### config.mk
export PLATFORM = sky130hd
export DESIGN_NAME = bk_mp_add_seq_flat
export DESIGN_NICKNAME = d
export VERILOG_FILES = /design/src/rtl/bk_mp_add_seq_pkg.sv /design/src/rtl/bk_mp_add_seq_if.sv /design/src/rtl/bk_mp_add_seq_bentkung.sv /design/src/rtl/bk_mp_add_seq.sv /design/src/flat_wrapper.sv
export SDC_FILE = /design/constraint.sdc
export NUM_CORES = 1
export LEC_CHECK = 0
export ABC_CLOCK_PERIOD_IN_PS = 15900
export CORE_ASPECT_RATIO = 0.8
export CORE_MARGIN = 3
export CORE_UTILIZATION = 40
export DETAILED_ROUTE_END_ITERATION = 6
export GPL_TIMING_DRIVEN = 0
export HOLD_SLACK_MARGIN = 0.08
export SYNTH_ARGS = -nofsm -noshare
export SYNTH_HDL_FRONTEND = slang
export SYNTH_HIERARCHICAL = 1
export SYNTH_SLANG_ARGS = --single-unit
export TNS_END_PERCENT = 20
### constraint.sdc
create_clock -name clk -period 15.9 [get_ports clk]
set_clock_uncertainty 0.2 [all_clocks]
set_input_delay 2.385 -clock clk [delete_from_list [all_inputs] [get_ports clk]]
set_output_delay 2.385 -clock clk [all_outputs]
set_load 0.1 [all_outputs]
### src/rtl/bk_mp_add_seq_pkg.sv
// Shared types and constants for the multi-precision add/subtract sequencer.
package bk_mp_add_pkg;

  localparam int WORD_W = 32;

  localparam logic OP_ADD = 1'b0;
  localparam logic OP_SUB = 1'b1;

  typedef enum logic [1:0] {
    IDLE = 2'd0,
    RUN  = 2'd1,
    DONE = 2'd2
  } state_t;

endpackage

### src/rtl/bk_mp_add_seq_if.sv
// Request/result bus of bk_mp_add_seq: one request channel, one result channel.
interface bk_mp_add_seq_if
  import bk_mp_add_pkg::*;
#(
  parameter int WORDS = 4
);

  // Both channels use strict valid/ready: a transfer happens on a rising edge where
  // valid && ready; once valid is high the source holds it and its payload stable
  // until that edge, and valid never depends combinationally on ready.
  logic                      in_valid;
  logic                      in_ready;
  logic                      in_op;
  logic                      in_cin;
  logic [WORDS*WORD_W-1:0]   in_a;
  logic [WORDS*WORD_W-1:0]   in_b;

  logic                      out_valid;
  logic                      out_ready;
  logic [WORDS*WORD_W-1:0]   out_sum;
  logic                      out_cout;
  logic                      out_zero;

  modport master (
    output in_valid, in_op, in_cin, in_a, in_b, out_ready,
    input  in_ready, out_valid, out_sum, out_cout, out_zero
  );

  modport slave (
    input  in_valid, in_op, in_cin, in_a, in_b, out_ready,
    output in_ready, out_valid, out_sum, out_cout, out_zero
  );

endinterface

### src/rtl/bk_mp_add_seq_bentkung.sv
// 32-bit Brent-Kung parallel-prefix adder (a, b, cin -> s, cout), purely combinational.
module bentkung (
  input  logic [31:0] a,
  input  logic [31:0] b,
  input  logic        cin,
  output logic [31:0] s,
  output logic        cout
);

  logic [31:0] p_bit;
  logic [31:0] gg;
  logic [31:0] pp;
  logic [32:0] c;

  always_comb begin
    p_bit = a ^ b;
    gg    = a & b;
    pp    = p_bit;

    // Up-sweep: node (k+1)*2^(l+1)-1 absorbs the group just below it.
    for (int l = 0; l < 5; l++) begin
      for (int k = 0; k < (32 >> (l + 1)); k++) begin
        gg[(k+1)*(2<<l)-1] = gg[(k+1)*(2<<l)-1]
                           | (pp[(k+1)*(2<<l)-1] & gg[(k+1)*(2<<l)-1-(1<<l)]);
        pp[(k+1)*(2<<l)-1] = pp[(k+1)*(2<<l)-1] & pp[(k+1)*(2<<l)-1-(1<<l)];
      end
    end

    // Down-sweep fills the remaining prefixes so every node spans bit 0 upward.
    for (int l = 3; l >= 0; l--) begin
      for (int k = 0; k < (32 >> (l + 1)) - 1; k++) begin
        gg[(k+1)*(2<<l)+(1<<l)-1] = gg[(k+1)*(2<<l)+(1<<l)-1]
                                  | (pp[(k+1)*(2<<l)+(1<<l)-1] & gg[(k+1)*(2<<l)-1]);
        pp[(k+1)*(2<<l)+(1<<l)-1] = pp[(k+1)*(2<<l)+(1<<l)-1] & pp[(k+1)*(2<<l)-1];
      end
    end

    c[0] = cin;
    for (int i = 0; i < 32; i++) begin
      c[i+1] = gg[i] | (pp[i] & cin);
    end
  end

  assign s    = p_bit ^ c[31:0];
  assign cout = c[32];

endmodule

### src/rtl/bk_mp_add_seq.sv
// Multi-precision add/subtract sequencer: one 32-bit bentkung adder, one word per cycle,
// LSW first. Optional performance counters under BK_MP_ADD_PERF_CNT_EN.
module bk_mp_add_seq
  import bk_mp_add_pkg::*;
#(
  parameter int WORDS = 4
) (
  input  logic                 clk,
  input  logic                 rst_n,
  bk_mp_add_seq_if.slave       bus,
  output state_t               dbg_state
`ifdef BK_MP_ADD_PERF_CNT_EN
  ,
  output logic [31:0]          ops_done,
  output logic [31:0]          busy_cycles
`endif
);

  localparam int W     = WORDS * WORD_W;
  localparam int IDX_W = $clog2(WORDS) + 1;

  state_t             state_q, state_d;
  logic [IDX_W-1:0]   idx_q, idx_d;
  logic [W-1:0]       a_q, a_d;
  logic [W-1:0]       bx_q, bx_d;
  logic [W-1:0]       sum_q, sum_d;
  logic               carry_q, carry_d;
  logic               cout_q, cout_d;
  logic               zero_q, zero_d;
  logic               out_valid_q, out_valid_d;
  logic               in_ready_q, in_ready_d;

  logic [WORD_W-1:0]  add_a, add_b, add_s;
  logic               add_cout;
  logic               last_word;

  assign last_word = (idx_q == IDX_W'(WORDS - 1));

  always_comb begin
    add_a = '0;
    add_b = '0;
    for (int k = 0; k < WORDS; k++) begin
      if (idx_q == IDX_W'(k)) begin
        add_a = a_q[k*WORD_W +: WORD_W];
        add_b = bx_q[k*WORD_W +: WORD_W];
      end
    end
  end

  bentkung u_adder (
    .a    (add_a),
    .b    (add_b),
    .cin  (carry_q),
    .s    (add_s),
    .cout (add_cout)
  );

  always_comb begin
    state_d     = state_q;
    idx_d       = idx_q;
    a_d         = a_q;
    bx_d        = bx_q;
    sum_d       = sum_q;
    carry_d     = carry_q;
    cout_d      = cout_q;
    zero_d      = zero_q;
    out_valid_d = out_valid_q;
    in_ready_d  = in_ready_q;

    case (state_q)
      IDLE: begin
        in_ready_d = 1'b1;
        if (bus.in_valid && in_ready_q) begin
          // Subtract is A + ~B + cin, so B is inverted once at capture.
          a_d        = bus.in_a;
          bx_d       = bus.in_b ^ {W{bus.in_op}};
          carry_d    = bus.in_cin;
          idx_d      = '0;
          in_ready_d = 1'b0;
          state_d    = RUN;
        end
      end
      RUN: begin
        for (int k = 0; k < WORDS; k++) begin
          if (idx_q == IDX_W'(k)) begin
            sum_d[k*WORD_W +: WORD_W] = add_s;
          end
        end
        carry_d = add_cout;
        if (last_word) begin
          cout_d      = add_cout;
          zero_d      = (sum_d == '0);
          out_valid_d = 1'b1;
          state_d     = DONE;
        end else begin
          idx_d = idx_q + 1'b1;
        end
      end
      DONE: begin
        if (bus.out_ready) begin
          out_valid_d = 1'b0;
          in_ready_d  = 1'b1;
          state_d     = IDLE;
        end
      end
      default: begin
        state_d     = IDLE;
        out_valid_d = 1'b0;
        in_ready_d  = 1'b0;
      end
    endcase
  end

  always_ff @(posedge clk or negedge rst_n) begin
    if (!rst_n) begin
      state_q     <= IDLE;
      idx_q       <= '0;
      a_q         <= '0;
      bx_q        <= '0;
      sum_q       <= '0;
      carry_q     <= 1'b0;
      cout_q      <= 1'b0;
      zero_q      <= 1'b0;
      out_valid_q <= 1'b0;
      in_ready_q  <= 1'b0;
    end else begin
      state_q     <= state_d;
      idx_q       <= idx_d;
      a_q         <= a_d;
      bx_q        <= bx_d;
      sum_q       <= sum_d;
      carry_q     <= carry_d;
      cout_q      <= cout_d;
      zero_q      <= zero_d;
      out_valid_q <= out_valid_d;
      in_ready_q  <= in_ready_d;
    end
  end

  assign bus.in_ready  = in_ready_q;
  assign bus.out_valid = out_valid_q;
  assign bus.out_sum   = sum_q;
  assign bus.out_cout  = cout_q;
  assign bus.out_zero  = zero_q;
  assign dbg_state     = state_q;

`ifdef BK_MP_ADD_PERF_CNT_EN
  logic [31:0] ops_done_q, ops_done_d;
  logic [31:0] busy_q, busy_d;

  always_comb begin
    ops_done_d = ops_done_q;
    busy_d     = busy_q;
    if (state_q == DONE && bus.out_ready) begin
      ops_done_d = ops_done_q + 32'd1;
    end
    if (state_q == RUN && busy_q != 32'hFFFF_FFFF) begin
      busy_d = busy_q + 32'd1;
    end
  end

  always_ff @(posedge clk or negedge rst_n) begin
    if (!rst_n) begin
      ops_done_q <= '0;
      busy_q     <= '0;
    end else begin
      ops_done_q <= ops_done_d;
      busy_q     <= busy_d;
    end
  end

  assign ops_done    = ops_done_q;
  assign busy_cycles = busy_q;
`endif

endmodule
### src/flat_wrapper.sv
// flat-port wrapper written by rule: the top's interface ports become plain ports
module bk_mp_add_seq_flat import bk_mp_add_pkg::*;
#(
  parameter int WORDS = 4
)
  (clk, rst_n, dbg_state, bus_in_valid, bus_in_op, bus_in_cin, bus_in_a, bus_in_b, bus_out_ready, bus_in_ready, bus_out_valid, bus_out_sum, bus_out_cout, bus_out_zero);
  bk_mp_add_seq_if #(.WORDS(WORDS)) bus_i ();
  input  logic clk;
  input  logic rst_n;
  output state_t dbg_state;
  input wire logic [$bits(bus_i.in_valid)-1:0] bus_in_valid;
  input wire logic [$bits(bus_i.in_op)-1:0] bus_in_op;
  input wire logic [$bits(bus_i.in_cin)-1:0] bus_in_cin;
  input wire logic [$bits(bus_i.in_a)-1:0] bus_in_a;
  input wire logic [$bits(bus_i.in_b)-1:0] bus_in_b;
  input wire logic [$bits(bus_i.out_ready)-1:0] bus_out_ready;
  output wire logic [$bits(bus_i.in_ready)-1:0] bus_in_ready;
  output wire logic [$bits(bus_i.out_valid)-1:0] bus_out_valid;
  output wire logic [$bits(bus_i.out_sum)-1:0] bus_out_sum;
  output wire logic [$bits(bus_i.out_cout)-1:0] bus_out_cout;
  output wire logic [$bits(bus_i.out_zero)-1:0] bus_out_zero;
  assign bus_i.in_valid = bus_in_valid;
  assign bus_i.in_op = bus_in_op;
  assign bus_i.in_cin = bus_in_cin;
  assign bus_i.in_a = bus_in_a;
  assign bus_i.in_b = bus_in_b;
  assign bus_i.out_ready = bus_out_ready;
  assign bus_in_ready = bus_i.in_ready;
  assign bus_out_valid = bus_i.out_valid;
  assign bus_out_sum = bus_i.out_sum;
  assign bus_out_cout = bus_i.out_cout;
  assign bus_out_zero = bus_i.out_zero;
  bk_mp_add_seq #(.WORDS(WORDS)) u_core (.clk(clk), .rst_n(rst_n), .bus(bus_i), .dbg_state(dbg_state));
endmodule
# Word-level counts from Yosys, hierarchy flattened
# Cells that the tools add are included.
# word_totals
regBits,394
word_cells,304
input_bits,262
output_inout_bits,134
# op_classes
n_reduce_logical,12
n_bitwise,241
add_sub_neg,1
eq_ne,9
mux,31
# ops
operator,count
32-bit 2-to-1 mux,16
1-bit AND,146
128-bit zero test,1
128-bit bitwise XOR,1
1-bit bitwise OR,89
32-bit bitwise XOR,2
32-bit AND,1
3-bit AND reduction,3
2-bit AND reduction,4
"3-bit by 2-bit equality test with 1-bit output, second input constant",2
2-bit 2-to-1 mux,3
3-bit 2-to-1 mux,2
1-bit one-hot mux with 3 select lines,2
2-bit one-hot mux with 3 select lines,1
3-bit one-hot mux with 2 select lines,1
1-bit 2-to-1 mux,5
"2-bit by 1-bit inequality test with 1-bit output, second input constant",2
"2-bit inequality test, second input constant",2
"3-bit by 1-bit adder with 3-bit output, second input constant",1
"3-bit by 1-bit equality test with 1-bit output, second input constant",1
3-bit zero test,1
"2-bit by 1-bit equality test with 1-bit output, second input constant",1
"2-bit equality test, second input constant",1
2-bit zero test,1
4 further kinds,5

# Longest topological paths before layout
# Gate-level depths: netlist of the first run.
# logic_depth
depth_word,27
ltp_mapped,24
ltp_nobuf,22

# Modules after synthesis
# Netlist of the first run, hierarchy kept.
# by_module_without_submodules
mod,n_inst,cells_each,area_each_um2,seq_area_each_um2
bk_mp_add_seq,1,1541,17810.8,9859.5
bentkung,1,170,1312.5,0.0

# Worst setup path after synthesis of the first run
# OpenSTA, ideal clock, no wires.
# synth_timing
path_kind,register to register
start,register u_core.idx_q[0]
end,"register u_core.zero_q, in the netlist u_core/bus.out_zero"
required_time_ps,15630
slack_ps,10490
path_buffers,2
setup_ps,70
arrival_time_ps,5141
stages_incl_launch_ff,24
cell_sequence,dfrtp_1 -> inv_1 -> ha_1 -> nand2b_1 -> clkbuf_1 -> nor2_1 -> buf_2 -> a221o_1 -> o21ai_0 -> o21ai_0 -> ha_1 -> nand4_1 -> or3_1 -> a2111o_1 -> a21boi_2 -> a21o_2 -> a21oi_1 -> xnor2_1 -> or4_4 -> nor3_2 -> a21oi_1 -> or3_1 -> nor4_2 -> a32o_2
# synth_via
elab_cells_between_ends,243
cone_classes,3 x eq/ne; 16 x mux; 221 x bitwise; 3 x reduce/logical
# synth_lines
element,line_no,text
from (decl),bk_mp_add_seq.sv:23,"logic [IDX_W-1:0] idx_q, idx_d;"
from (signal assigned),bk_mp_add_seq.sv:128,idx_q <= idx_d;
3-bit zero test,bk_mp_add_seq.sv:43,if (idx_q == IDX_W'(k)) begin
32-bit 2-to-1 mux (3 in a row),bk_mp_add_seq.sv:43,
32-bit 2-to-1 mux (*),bk_mp_add_seq.sv:43,
net u_core.add_a[15],bk_mp_add_seq.sv:33,"logic [WORD_W-1:0] add_a, add_b, add_s;"
32-bit bitwise XOR,bk_mp_add_seq_bentkung.sv:16,p_bit = a ^ b;
1-bit AND (on tied branches),"bk_mp_add_seq_bentkung.sv:24, bk_mp_add_seq_bentkung.sv:25",
"1-bit bitwise OR, or another cell as far along (2 in a row)",bk_mp_add_seq_bentkung.sv:24,| (pp[(k+1)*(2<<l)-1] & gg[(k+1)*(2<<l)-1-(1<<l)]);
1-bit bitwise OR / 1-bit AND (equally long branches),bk_mp_add_seq_bentkung.sv:24,
[... 5 more ...],n/a,
1-bit AND,bk_mp_add_seq_bentkung.sv:33,| (pp[(k+1)*(2<<l)+(1<<l)-1] & gg[(k+1)*(2<<l)-1]);
1-bit bitwise OR,bk_mp_add_seq_bentkung.sv:33,
1-bit bitwise OR (*),bk_mp_add_seq_bentkung.sv:40,c[i+1] = gg[i] | (pp[i] & cin);
32-bit bitwise XOR (*),bk_mp_add_seq_bentkung.sv:44,assign s = p_bit ^ c[31:0];
net u_core.add_s[27],bk_mp_add_seq.sv:33,
32-bit 2-to-1 mux,bk_mp_add_seq.sv:85,if (idx_q == IDX_W'(k)) begin
32-bit 2-to-1 mux,bk_mp_add_seq.sv:70,case (state_q)
128-bit zero test (*),bk_mp_add_seq.sv:92,zero_d = (sum_d == '0);
to (signal assigned),bk_mp_add_seq.sv:134,zero_q <= zero_d;
to (decl),bk_mp_add_seq.sv:29,"logic zero_q, zero_d;"
# Mark *: on every way through the listed nets, which the timed path passes. The rest lies on a longest branch. The select of a mux whose other input is x is not followed.
# A chain may end at the register's enable or synchronous reset.

# Worst setup path after layout of the first run
# layout_timing
start,register u_core.idx_q[0]
end,"register u_core.zero_q, in the netlist u_core/bus.out_zero"
# layout_via
elab_cells_between_ends,243
cone_classes,3 x eq/ne; 16 x mux; 221 x bitwise; 3 x reduce/logical
# layout_lines
element,line_no,text
3-bit zero test,bk_mp_add_seq.sv:43,
32-bit 2-to-1 mux (3 in a row),bk_mp_add_seq.sv:43,
32-bit 2-to-1 mux (*),bk_mp_add_seq.sv:43,
net u_core.add_a[0],bk_mp_add_seq.sv:33,
32-bit AND,bk_mp_add_seq_bentkung.sv:17,gg = a & b;
1-bit AND,bk_mp_add_seq_bentkung.sv:24,
1-bit bitwise OR,bk_mp_add_seq_bentkung.sv:24,
1-bit AND,bk_mp_add_seq_bentkung.sv:24,
[... 9 more ...],n/a,
1-bit AND,bk_mp_add_seq_bentkung.sv:33,
1-bit bitwise OR,bk_mp_add_seq_bentkung.sv:33,
1-bit bitwise OR (*),bk_mp_add_seq_bentkung.sv:40,
32-bit bitwise XOR (*),bk_mp_add_seq_bentkung.sv:44,
net u_core.add_s[27],bk_mp_add_seq.sv:33,
32-bit 2-to-1 mux,bk_mp_add_seq.sv:85,
32-bit 2-to-1 mux,bk_mp_add_seq.sv:70,
128-bit zero test (*),bk_mp_add_seq.sv:92,
# Marks and branches as above.

==> impl_summary.log, run 1 <==
INFO  metric run_status = complete, but fails checks
INFO  metric failing_checks = design-rule violations
INFO  metric coreArea = between 40000 and 50000 um^2
INFO  metric share_of_layout_cells_above_drive_strength_1 = 0.167
INFO  metric yosysSeqAreaShare = 0.516
INFO  metric cp-endpoint = u_core/bus.out_zero
INFO  metric routed_wire_length_per_instance = 23.4 um
INFO  metric total_of_endpoints_with_negative_setup_slack_in_the_final_report = 0
INFO  metric final.min_clock_period = 7540 ps
INFO  metric ff2ff_setup_slack = 8360 ps
INFO  metric setup.worst_path.start_class = register
INFO  metric max-clock-path-buffers = 3
INFO  metric hold_viol = 0
INFO  metric count_of_standard_cell_rows = 71
INFO  metric synth.mux.area_fraction = 0.153
INFO  metric postSynth.asyncResetShare = 1.00
INFO  metric die_area = roughly 50000 um^2
INFO  metric drt.antenna.violating_nets = 0
INFO  metric io_pins = between 300 and 400
INFO  metric path_max_fanout = 10
INFO  metric timing.max_cap.violations = 0
INFO  metric clock_tree_from_tritoncts = done
INFO  metric rr_endpoint = u_core/bus.out_zero
INFO  metric post-route-worst-setup-slack = 8360 ps
INFO  metric tritoncts.num_buffers = 42
INFO  metric post_synthesis_instance_total = 1711
INFO  metric global_route_wire_length_before_repair = 97400 um
INFO  metric floorplan.initialDensity = 0.406
INFO  metric worst-r2r-cell-count = 24
INFO  metric worst_path_class_setup = reg2reg
INFO  metric critical_path_origin = u_core/idx_q[0]
INFO  metric number_of_placed_instances_with_taps_included = around 2700
INFO  metric synth_simple_gate_area_share = 0.0839
INFO  metric port_buffers = just under 400
INFO  metric fin_cells = 2809
INFO  metric synthAdderAreaFrac = 0.0253
INFO  metric post-place-ws = 8400 ps
INFO  metric detail_route.drc_violations = 1
INFO  metric cts.hold.buffers_added = 0
INFO  metric yosys.area_share.xor_xnor = 0.0682
INFO  metric cts-root-buf = sky130_fd_sc_hd__clkbuf_16
INFO  metric synth.lib_cells_used.distinct = 64
INFO  metric finish.net_count = 2453
INFO  metric synth_area_per_cell = 11.2 um^2
INFO  metric worstSkewPairLatency = 550 ps
INFO  metric die_h = 202 um
INFO  metric synth_top_family_by_area = multiplexers
INFO  metric synth.ff_latch_count = approximately 400
INFO  metric final_min_period_over_clock_period = 0.474
INFO  metric max_fclk = 133 MHz
INFO  metric via_count = 15400
INFO  metric antenna_found_initial = 4
INFO  metric hold_crit_path_type = reg2reg
INFO  metric mappedNetlistNets = around 2000
INFO  metric grt_max_degree = 90
INFO  metric post-route-cell-area = roughly 25000 um^2
INFO  metric detail_route.iter0.violations = 1028
INFO  metric cts_resized = 0
INFO  metric postCtsSetupBuffers = 0
INFO  metric dieWidth = 250 um
INFO  metric mappedNetlistArea = 19100 um^2
INFO  metric slew-limit-headroom = 0.0802
INFO  metric worst_setup_path_end_kind = register
INFO  metric synth_compound_area_frac = 0.129
INFO  metric cts_max_level = 2
INFO  metric synthesis.yosys.warnings = 6
INFO  metric place_hpwl = between 50000 and 60000 um
INFO  metric drt_pass1_iterations = 7
INFO  metric drt-vias-per-instance = 5.48
INFO  metric worst_slew_pin_tran = 1370 ps
INFO  metric worst-endpoint-required = roughly 16000 ps
INFO  metric clk_pin_slew_worst_paths = approximately 60 ps
INFO  metric overflow = 0
INFO  metric finalSetupTns = 0 ps
INFO  metric global_route.usage.total = 0.254
INFO  metric totalWireLength = 65600 um
INFO  metric clkSinkCount = roughly 400
INFO  metric critical_path.reg2reg.startpoint = u_core/idx_q[0]
INFO  metric worstPathArrival = roughly 8000 ps
INFO  metric synth_flop_type = sky130_fd_sc_hd__dfrtp_1
INFO  metric grt_pass1_vias = 15700
INFO  metric grt_setup_unrepaired = false
INFO  metric synth-edff-count = 0
INFO  metric postPlaceCellArea = 24000 um^2
INFO  metric globalplace.congestion = 0.875
INFO  metric timing.final.max_slew_violations = 0
INFO  metric flow.area_growth_from_synthesis = 32.4%
registers in the layout, indices dropped and copies added, names as in the netlist, 2 cells and up:
register            flops
u_core/idx_q            3
u_core/bus.out_sum    128
u_core/dbg_state        2
u_core/bx_q           128
u_core/a_q            128
per-layer routing:
| metal | vias up | global-route usage | routed length [um] |
|---|---|---|---|
| met3 | 93 | 0.0499 | 4070 |
| met4 | 0 | 0.0741 | 1690 |
| li1 | 7037 | - | - |
| met1 | 7719 | 0.357 | 29700 |
| met2 | 545 | 0.399 | 30100 |
| met5 | - | 0 | 0 |
critical path, stage by stage (launching register included):
cell and delay [ps]:
sky130_fd_sc_hd__dfrtp_1 420, sky130_fd_sc_hd__inv_1 100, sky130_fd_sc_hd__ha_1 140, sky130_fd_sc_hd__nand2b_1 70, sky130_fd_sc_hd__clkbuf_1 250, sky130_fd_sc_hd__nor2_1 1100, sky130_fd_sc_hd__buf_2 400, sky130_fd_sc_hd__a221o_1 200
sky130_fd_sc_hd__o21ai_0 120, sky130_fd_sc_hd__o21ai_0 560, sky130_fd_sc_hd__ha_1 290, sky130_fd_sc_hd__a211oi_1 70, sky130_fd_sc_hd__o21bai_1 220, sky130_fd_sc_hd__nand3_1 310, sky130_fd_sc_hd__a2111o_1 560, sky130_fd_sc_hd__a21boi_2 210
sky130_fd_sc_hd__a21o_2 170, sky130_fd_sc_hd__a21oi_1 80, sky130_fd_sc_hd__xnor2_1 280, sky130_fd_sc_hd__or4_4 610, sky130_fd_sc_hd__nor3_2 130, sky130_fd_sc_hd__a21oi_1 90, sky130_fd_sc_hd__or3_1 390, sky130_fd_sc_hd__nor4_2 280
sky130_fd_sc_hd__a32o_2 200
cells in the mapped netlist (25+ instances only):
master / number / area, um^2
sky130_fd_sc_hd__dfrtp_1: 394 / 9860
sky130_fd_sc_hd__nand2_1: 84 / 315
sky130_fd_sc_hd__buf_1: 25 / 93.8
sky130_fd_sc_hd__ha_1: 37 / 463
sky130_fd_sc_hd__o21ai_0: 121 / 606
sky130_fd_sc_hd__nor2_1: 166 / 623
sky130_fd_sc_hd__nor4_1: 29 / 181
sky130_fd_sc_hd__xnor2_1: 141 / 1230
sky130_fd_sc_hd__a21oi_1: 153 / 766
sky130_fd_sc_hd__a221o_1: 64 / 641
sky130_fd_sc_hd__mux2_2: 258 / 2910
sky130_fd_sc_hd__clkbuf_1: 67 / 251
final cells by class:
cell class,count,area [um^2]
Clock inverter,11,90.1
Tap cell,620,776
Inverter,5,18.8
Timing Repair Buffer,398,4060
Sequential cell,394,9860
Buffer,114,455
Multi-Input combinational cell,1198,8790
Antenna cell,4,10.0
Fill cell,4164,21800
Clock buffer,65,1270
cell families after synthesis:
kind of cell,count (synthesis)
fa+ha+maj,38
xor+xnor,149
mux,260
buf+inv,119
simple gates,351
flops,394
compound gates,400
stage by stage:
step	hold slack, ps	utilization
after floorplan	275	-
final	301	0.538
after global placement	284	0.506
after global routing	305	0.538
after detailed placement	289	0.509
after CTS	303	0.538
worst min-delay path by stage:
| stage | to | cells past startpoint | start |
|---|---|---|---|
| 2_1_floorplan | u_core/a_q[79] | 1 | u_core/a_q[79] |
| 3_3_place_gp | u_core/a_q[68] | 1 | u_core/a_q[68] |
| 3_5_place_dp | u_core/a_q[93] | 1 | u_core/a_q[93] |
| 4_1_cts | u_core/a_q[73] | 1 | u_core/a_q[73] |
| 5_1_grt | u_core/a_q[72] | 1 | u_core/a_q[72] |
| 6_report | u_core/a_q[73] | 1 | u_core/a_q[73] |
cells in the final DEF, fill, tap and decap left out, types with 3 or more instances in the layout:
cell type	Yosys	layout
sky130_fd_sc_hd__clkbuf_1	67	78
sky130_fd_sc_hd__inv_1	5	5
sky130_fd_sc_hd__diode_2	0	4
sky130_fd_sc_hd__xnor2_1	141	141
sky130_fd_sc_hd__buf_2	22	22
sky130_fd_sc_hd__nand2b_1	8	8
sky130_fd_sc_hd__dfrtp_1	394	394
sky130_fd_sc_hd__clkbuf_16	0	43
sky130_fd_sc_hd__or4_1	5	5
sky130_fd_sc_hd__nor4_1	29	29
sky130_fd_sc_hd__o31ai_1	3	3
sky130_fd_sc_hd__ha_1	37	37
sky130_fd_sc_hd__xor2_1	8	8
sky130_fd_sc_hd__a21o_1	6	6
sky130_fd_sc_hd__o21ai_0	121	121
sky130_fd_sc_hd__nand4_1	8	8
sky130_fd_sc_hd__nor2_1	166	166
sky130_fd_sc_hd__buf_1	25	25
sky130_fd_sc_hd__nor2b_1	3	3
sky130_fd_sc_hd__clkdlybuf4s50_1	0	393
sky130_fd_sc_hd__a221o_1	64	64
sky130_fd_sc_hd__clkbuf_8	0	11
sky130_fd_sc_hd__a21oi_1	153	153
sky130_fd_sc_hd__buf_16	0	4
sky130_fd_sc_hd__o21ai_1	19	19
sky130_fd_sc_hd__nand2_1	84	84
sky130_fd_sc_hd__clkinv_2	0	7
sky130_fd_sc_hd__o21a_1	10	10
sky130_fd_sc_hd__or3_1	6	6
sky130_fd_sc_hd__mux2_2	258	258
sky130_fd_sc_hd__nor3_1	13	13
sky130_fd_sc_hd__nand3_1	9	9
Power of run 1 is left out: the tool's default activity adds up to more than one toggle a clock period on the data nets, which glitch-free logic cannot reach.
==> run 2, diff against run 1 <==
Settings changed: ABC_CLOCK_PERIOD_IN_PS 15900 to 7100.
Clock period 15.9 ns to 7.1 ns, I/O delays scaled along.
==> run 2 against run 1 <==
  * The run now ends clean
  * Global-route usage hardly changed
  * Clock-buffer cell count stayed put
  * Critical path depth is 1 lower
  * Hold slack worse by 38 ps
  * Register-to-register slack worse by 8000 ps
  * Largest cell class unchanged
  * Worst setup slack worse by 8000 ps
  * Fmax is 11% higher
  * Design area is 0.18% higher
==> impl_summary.log, run 2 (synthesis gave the netlist of run 1 again) <==
INFO  metric run_status = finished, final reports clean
INFO  metric coreArea = ~47000 um^2
INFO  metric cts.hold.buffers_added = 0
INFO  metric globalplace.congestion = roughly 0.88
INFO  metric totalWireLength = 65500 um
INFO  metric max-clock-path-buffers = 3
INFO  metric drt.antenna.violating_nets = 0
INFO  metric count_of_standard_cell_rows = 71
INFO  metric worst_path_class_setup = reg2reg
INFO  metric clkSinkCount = between 300 and 400
INFO  metric io_pins = 396
INFO  metric worst_setup_path_end_kind = register
INFO  metric slew-limit-headroom = 0.282
INFO  metric via_count = 15400
INFO  metric cts_max_level = 2
INFO  metric grt_setup_unrepaired = false
INFO  metric grt_pass1_vias = approximately 16000
INFO  metric max_fclk = 147 MHz
INFO  metric final_min_period_over_clock_period = 0.956
INFO  metric dieWidth = 250 um
INFO  metric setup.worst_path.start_class = register
INFO  metric path_max_fanout = 10
INFO  metric tritoncts.num_buffers = 42
INFO  metric share_of_layout_cells_above_drive_strength_1 = 0.173
INFO  metric global_route.usage.total = 0.254
INFO  metric global_route_wire_length_before_repair = 97400 um
INFO  metric worstPathArrival = 7070 ps
INFO  metric clk_pin_slew_worst_paths = 60 ps
INFO  metric total_of_endpoints_with_negative_setup_slack_in_the_final_report = 0
INFO  metric mostFrequentLayoutCell = sky130_fd_sc_hd__dfrtp_1
INFO  metric overflow = 0
INFO  metric wl_met3 = ~4100 um
INFO  metric place_hpwl = just over 50000 um
INFO  metric routed_wire_length_per_instance = 23.3 um
INFO  metric final.min_clock_period = between 6000 and 7000 ps
INFO  metric detail_route.wirelength.met1 = between 20000 and 30000 um
INFO  metric flow.area_growth_from_synthesis = 32.7%
INFO  metric die_h = 202 um
INFO  metric timing.max_cap.violations = 0
INFO  metric number_of_placed_instances_with_taps_included = 2729
INFO  metric clock_tree_from_tritoncts = done
INFO  metric hold_crit_path_type = in2async
INFO  metric detail_route.iter0.violations = between 1000 and 1500
INFO  metric cts-root-buf = sky130_fd_sc_hd__clkbuf_16
INFO  metric port_buffers = 394
INFO  metric worst-endpoint-required = between 7000 and 8000 ps
INFO  metric grt_max_degree = 90
INFO  metric floorplan.initialDensity = 0.406
INFO  metric finish.net_count = roughly 2500
INFO  metric metal2_wl = between 30000 and 40000 um
INFO  metric die_area = 50500 um^2
INFO  metric hold_viol = 0
INFO  metric timing.final.max_slew_violations = 0
INFO  metric layout_common_cells = sky130_fd_sc_hd__dfrtp_1, sky130_fd_sc_hd__clkdlybuf4s50_1, sky130_fd_sc_hd__mux2_2
INFO  metric fin_cells = 2809
INFO  metric top_layer = met4
INFO  metric antenna_found_initial = 4
INFO  metric drt-vias-per-instance = 5.48
INFO  metric detail_route.drc_violations = 0
INFO  metric drt_pass1_iterations = 7
INFO  metric worst_slew_pin_tran = 1070 ps
INFO  metric worstSkewPairLatency = 550 ps
-- run 2: changes by cell type in the layout (fill, tap and decap cells not counted), moves of 2 or more --
cell,delta
sky130_fd_sc_hd__o21ai_0,-6
sky130_fd_sc_hd__clkbuf_1,-13
sky130_fd_sc_hd__clkbuf_2,+8
sky130_fd_sc_hd__clkbuf_4,+2
sky130_fd_sc_hd__o21ai_1,+6
-- run 2: layout make-up --
type / instances / area (um^2)
antenna: 4 / 10.0
clock inverter: 11 / 90.1
clock buffer: 65 / 1270
tap: 620 / 776
multi-input combinational: 1198 / 8800
fill: 4156 / 21700
timing repair buffer: 399 / 4080
buffer: 113 / 470
inverter: 5 / 18.8
sequential: 394 / 9860
-- run 2: worst paths after layout --
| path | start | to | slack, ps | cells after the start |
|---|---|---|---|---|
| setup / recovery | u_core/idx_q[1] | u_core/bus.out_zero | 310 | 23 |
| hold / removal | rst_n | u_core/a_q[58] | 260 | 1 |
| setup reg to reg | u_core/idx_q[1] | u_core/bus.out_zero | 310 | 23 |
| hold reg to reg | u_core/a_q[75] | u_core/a_q[75] | 300 | 1 |
| max in group asynchronous | rst_n | u_core/bx_q[37] | 5180 | 3 |
| min in group clk | u_core/a_q[75] | u_core/a_q[75] | 300 | 1 |
-- run 2: per-stage QoR --
step            util  cell area [um^2]  hold WS, ps  worst slack [ps]  TNS [ps]
5_1_grt        0.539             25400          297              36.1         0
6_report       0.539             25400          263               311         0
4_1_cts        0.538             25300          267              18.0         0
3_5_place_dp   0.509             24000          289              -404      -404
2_1_floorplan      -             19100          275              1690         0
3_3_place_gp   0.506             23800          284            -12470  -4898130
-- run 2: worst max-delay path: stages (launching register included) --
cell and delay [ps]:
sky130_fd_sc_hd__dfrtp_1 400, sky130_fd_sc_hd__inv_1 100, sky130_fd_sc_hd__ha_1 240, sky130_fd_sc_hd__nor2b_1 380
sky130_fd_sc_hd__clkbuf_4 380, sky130_fd_sc_hd__clkbuf_1 560, sky130_fd_sc_hd__a221o_1 250, sky130_fd_sc_hd__o21ai_0 80
sky130_fd_sc_hd__o21ai_0 440, sky130_fd_sc_hd__ha_1 390, sky130_fd_sc_hd__o21a_1 140, sky130_fd_sc_hd__o21ai_0 130
sky130_fd_sc_hd__a21oi_1 70, sky130_fd_sc_hd__a311oi_1 430, sky130_fd_sc_hd__a21boi_2 130, sky130_fd_sc_hd__a21o_2 250
sky130_fd_sc_hd__a21oi_1 180, sky130_fd_sc_hd__xnor2_1 250, sky130_fd_sc_hd__or4_4 610, sky130_fd_sc_hd__nor3_2 140
sky130_fd_sc_hd__a21oi_1 90, sky130_fd_sc_hd__or3_1 390, sky130_fd_sc_hd__nor4_2 280, sky130_fd_sc_hd__a32o_2 200
-- run 2: repair_timing --
item                                    in CTS  in global routing
pin swaps                                    0                  1
gates resized for setup                      5                 29
buffers inserted                             0                  1
endpoints found under the setup margin       1                  1
-- run 2: layer usage --
metal  vias up  track usage
li1       7031            -
met1      7718        0.357
met2       551        0.399
met3        86       0.0499
met4         0       0.0741
met5         -            0
Power of run 2 is left out for the same reason.
==> run 3, diff against run 2 <==
Settings changed: SLEW_MARGIN set to 20.
==> run 3 against run 2 <==
  * Clock-buffer cell count fell by 2
  * Hold slack better by 0.58 ps
  * Design area fell by 0.50%
  * Critical path type unchanged
==> impl_summary.log, run 3 (synthesis gave the netlist of run 1 again) <==
INFO  metric port_buffers = 394
INFO  metric die_h = 202 um
INFO  metric global_route_wire_length_before_repair = 97200 um
INFO  metric slew-limit-headroom = 0.287
INFO  metric finish.net_count = around 2500
INFO  metric overflow = 0
INFO  metric rr_endpoint = u_core/bus.out_zero
INFO  metric critical_path.reg2reg.startpoint = u_core/idx_q[1]
INFO  metric clock_tree_from_tritoncts = done
INFO  metric grt_max_degree = 90
INFO  metric die_area = 50500 um^2
INFO  metric timing.max_cap.violations = 0
INFO  metric max_fclk = between 100 and 150 MHz
INFO  metric coreArea = around 47000 um^2
INFO  metric count_of_standard_cell_rows = 71
INFO  metric detail_route.iter0.violations = 1127
INFO  metric worst_setup_path_end_kind = register
INFO  metric layout_common_cells = sky130_fd_sc_hd__dfrtp_1, sky130_fd_sc_hd__clkdlybuf4s50_1, sky130_fd_sc_hd__mux2_2
INFO  metric worst_slew_pin_tran = 1070 ps
INFO  metric critical_path_origin = u_core/idx_q[1]
INFO  metric clkSinkCount = roughly 390
INFO  metric finalSetupTns = 0 ps
INFO  metric total_of_endpoints_with_negative_setup_slack_in_the_final_report = 0
INFO  metric tritoncts.num_buffers = 41
INFO  metric setup.worst_path.start_class = register
INFO  metric worst_path_class_setup = reg2reg
INFO  metric worstSkewPairLatency = 560 ps
INFO  metric drt_pass1_iterations = 7
INFO  metric antenna_found_initial = 5
INFO  metric worst-r2r-cell-count = 23
INFO  metric globalplace.congestion = between 0.8 and 0.9
INFO  metric drt-vias-per-instance = 5.50
INFO  metric flow.area_growth_from_synthesis = 32.0%
INFO  metric io_pins = 396
INFO  metric postPlaceCellArea = around 24000 um^2
INFO  metric max-clock-path-buffers = 3
INFO  metric via_count = 15400
INFO  metric floorplan.initialDensity = 0.406
INFO  metric final.min_clock_period = between 6000 and 7000 ps
INFO  metric ff2ff_setup_slack = 190 ps
INFO  metric number_of_placed_instances_with_taps_included = 2729
INFO  metric totalWireLength = between 60000 and 70000 um
INFO  metric hold_viol = 0
INFO  metric timing.final.max_slew_violations = 0
INFO  metric grt_pass1_vias = 15700
INFO  metric run_status = finished, final reports clean
INFO  metric cts_max_level = 2
INFO  metric cts.hold.buffers_added = 0
INFO  metric detail_route.drc_violations = 0
INFO  metric hold_crit_path_type = in2async
INFO  metric path_max_fanout = 10
INFO  metric dieWidth = about 250 um
INFO  metric post-route-cell-area = 25200 um^2
INFO  metric worst-endpoint-required = 7390 ps
INFO  metric drt.antenna.violating_nets = 0
INFO  metric clk_pin_slew_worst_paths = 70 ps
INFO  metric mostFrequentLayoutCell = sky130_fd_sc_hd__dfrtp_1
INFO  metric fin_cells = 2799
INFO  metric routed_wire_length_per_instance = 23.6 um
INFO  metric fillers = between 4000 and 5000
INFO  metric place_hpwl = 51200 um
INFO  metric grt_setup_unrepaired = false
INFO  metric worstPathArrival = around 7200 ps
INFO  metric final_min_period_over_clock_period = 0.973
INFO  metric cts-root-buf = sky130_fd_sc_hd__clkbuf_16
INFO  metric share_of_layout_cells_above_drive_strength_1 = 0.167
INFO  metric global_route.usage.total = 0.255
-- run 3: cell types whose count changed in the layout (fill, tap and decap cells not counted), moves of 3 or more --
cell / before / now
sky130_fd_sc_hd__clkbuf_1: 65 / 70
sky130_fd_sc_hd__clkbuf_8: 11 / 7
sky130_fd_sc_hd__clkinv_2: 7 / 2
sky130_fd_sc_hd__o21ai_0: 115 / 112
sky130_fd_sc_hd__o21ai_1: 25 / 28
-- run 3: per-stage QoR --
step / setup slack (ps) / utilization / hold WS, ps
floorplan: 1690 / - / 275
global placement: -12470 / 0.506 / 284
detailed placement: -246 / 0.509 / 291
CTS: 12.7 / 0.536 / 263
global route: 16.7 / 0.536 / 296
finish: 192 / 0.536 / 264
-- run 3: worst max-delay path, cell delays in order (launching register included) --
cell and delay, ps:
sky130_fd_sc_hd__dfrtp_1 400, sky130_fd_sc_hd__inv_1 100, sky130_fd_sc_hd__ha_1 230, sky130_fd_sc_hd__nor2b_1 420, sky130_fd_sc_hd__clkbuf_4 410, sky130_fd_sc_hd__clkbuf_1 590
sky130_fd_sc_hd__a221o_1 260, sky130_fd_sc_hd__o21ai_0 80, sky130_fd_sc_hd__o21ai_0 440, sky130_fd_sc_hd__ha_1 390, sky130_fd_sc_hd__o21a_1 140, sky130_fd_sc_hd__o21ai_0 130
sky130_fd_sc_hd__a21oi_1 70, sky130_fd_sc_hd__a311oi_1 430, sky130_fd_sc_hd__a21boi_2 130, sky130_fd_sc_hd__a21o_2 250, sky130_fd_sc_hd__a21oi_1 180, sky130_fd_sc_hd__xnor2_1 250
sky130_fd_sc_hd__or4_4 620, sky130_fd_sc_hd__nor3_2 150, sky130_fd_sc_hd__a21oi_1 90, sky130_fd_sc_hd__or3_1 390, sky130_fd_sc_hd__nor4_2 270, sky130_fd_sc_hd__a32o_2 200
-- run 3: cell type report --
cell class                      instances  area, um^2  share of cell area
Sequential cell                       394        9860               0.391
Timing Repair Buffer                  398        4060               0.161
Clock inverter                          4        56.3             0.00223
Buffer                                113         469              0.0186
Clock buffer                           63        1200              0.0475
Inverter                                5        18.8            0.000743
Multi-Input combinational cell       1198        8800               0.348
Antenna cell                            4        10.0            0.000396
Tap cell                              620         776              0.0307
-- run 3: what timing repair did --
action,in CTS,in global routing
endpoints found under the hold margin,0,0
buffers inserted,0,0
setup endpoints to repair,1,1
resized for setup,4,28
-- run 3: worst max-delay path by stage --
| stage | endpoint | slack (ps) | depth (start not counted) |
|---|---|---|---|
| floorplan | u_core/bus.out_zero | 1690 | 23 |
| global placement | u_core/bx_q[40] | -12470 | 1 |
| detailed placement | u_core/bus.out_zero | -250 | 23 |
| CTS | u_core/bus.out_zero | 10 | 23 |
| global route | u_core/bus.out_zero | 20 | 23 |
| finish | u_core/bus.out_zero | 190 | 23 |
-- run 3: per-layer routing --
metal	vias up	GRT usage	wire, um	part of all wire
li1	7017	-	-	-
met1	7715	0.359	29800	0.45
met2	553	0.400	30100	0.46
met3	98	0.0461	4180	0.063
met4	2	0.0820	1920	0.029
met5	-	0	14	0.00021
Power of run 3 is left out for the same reason.
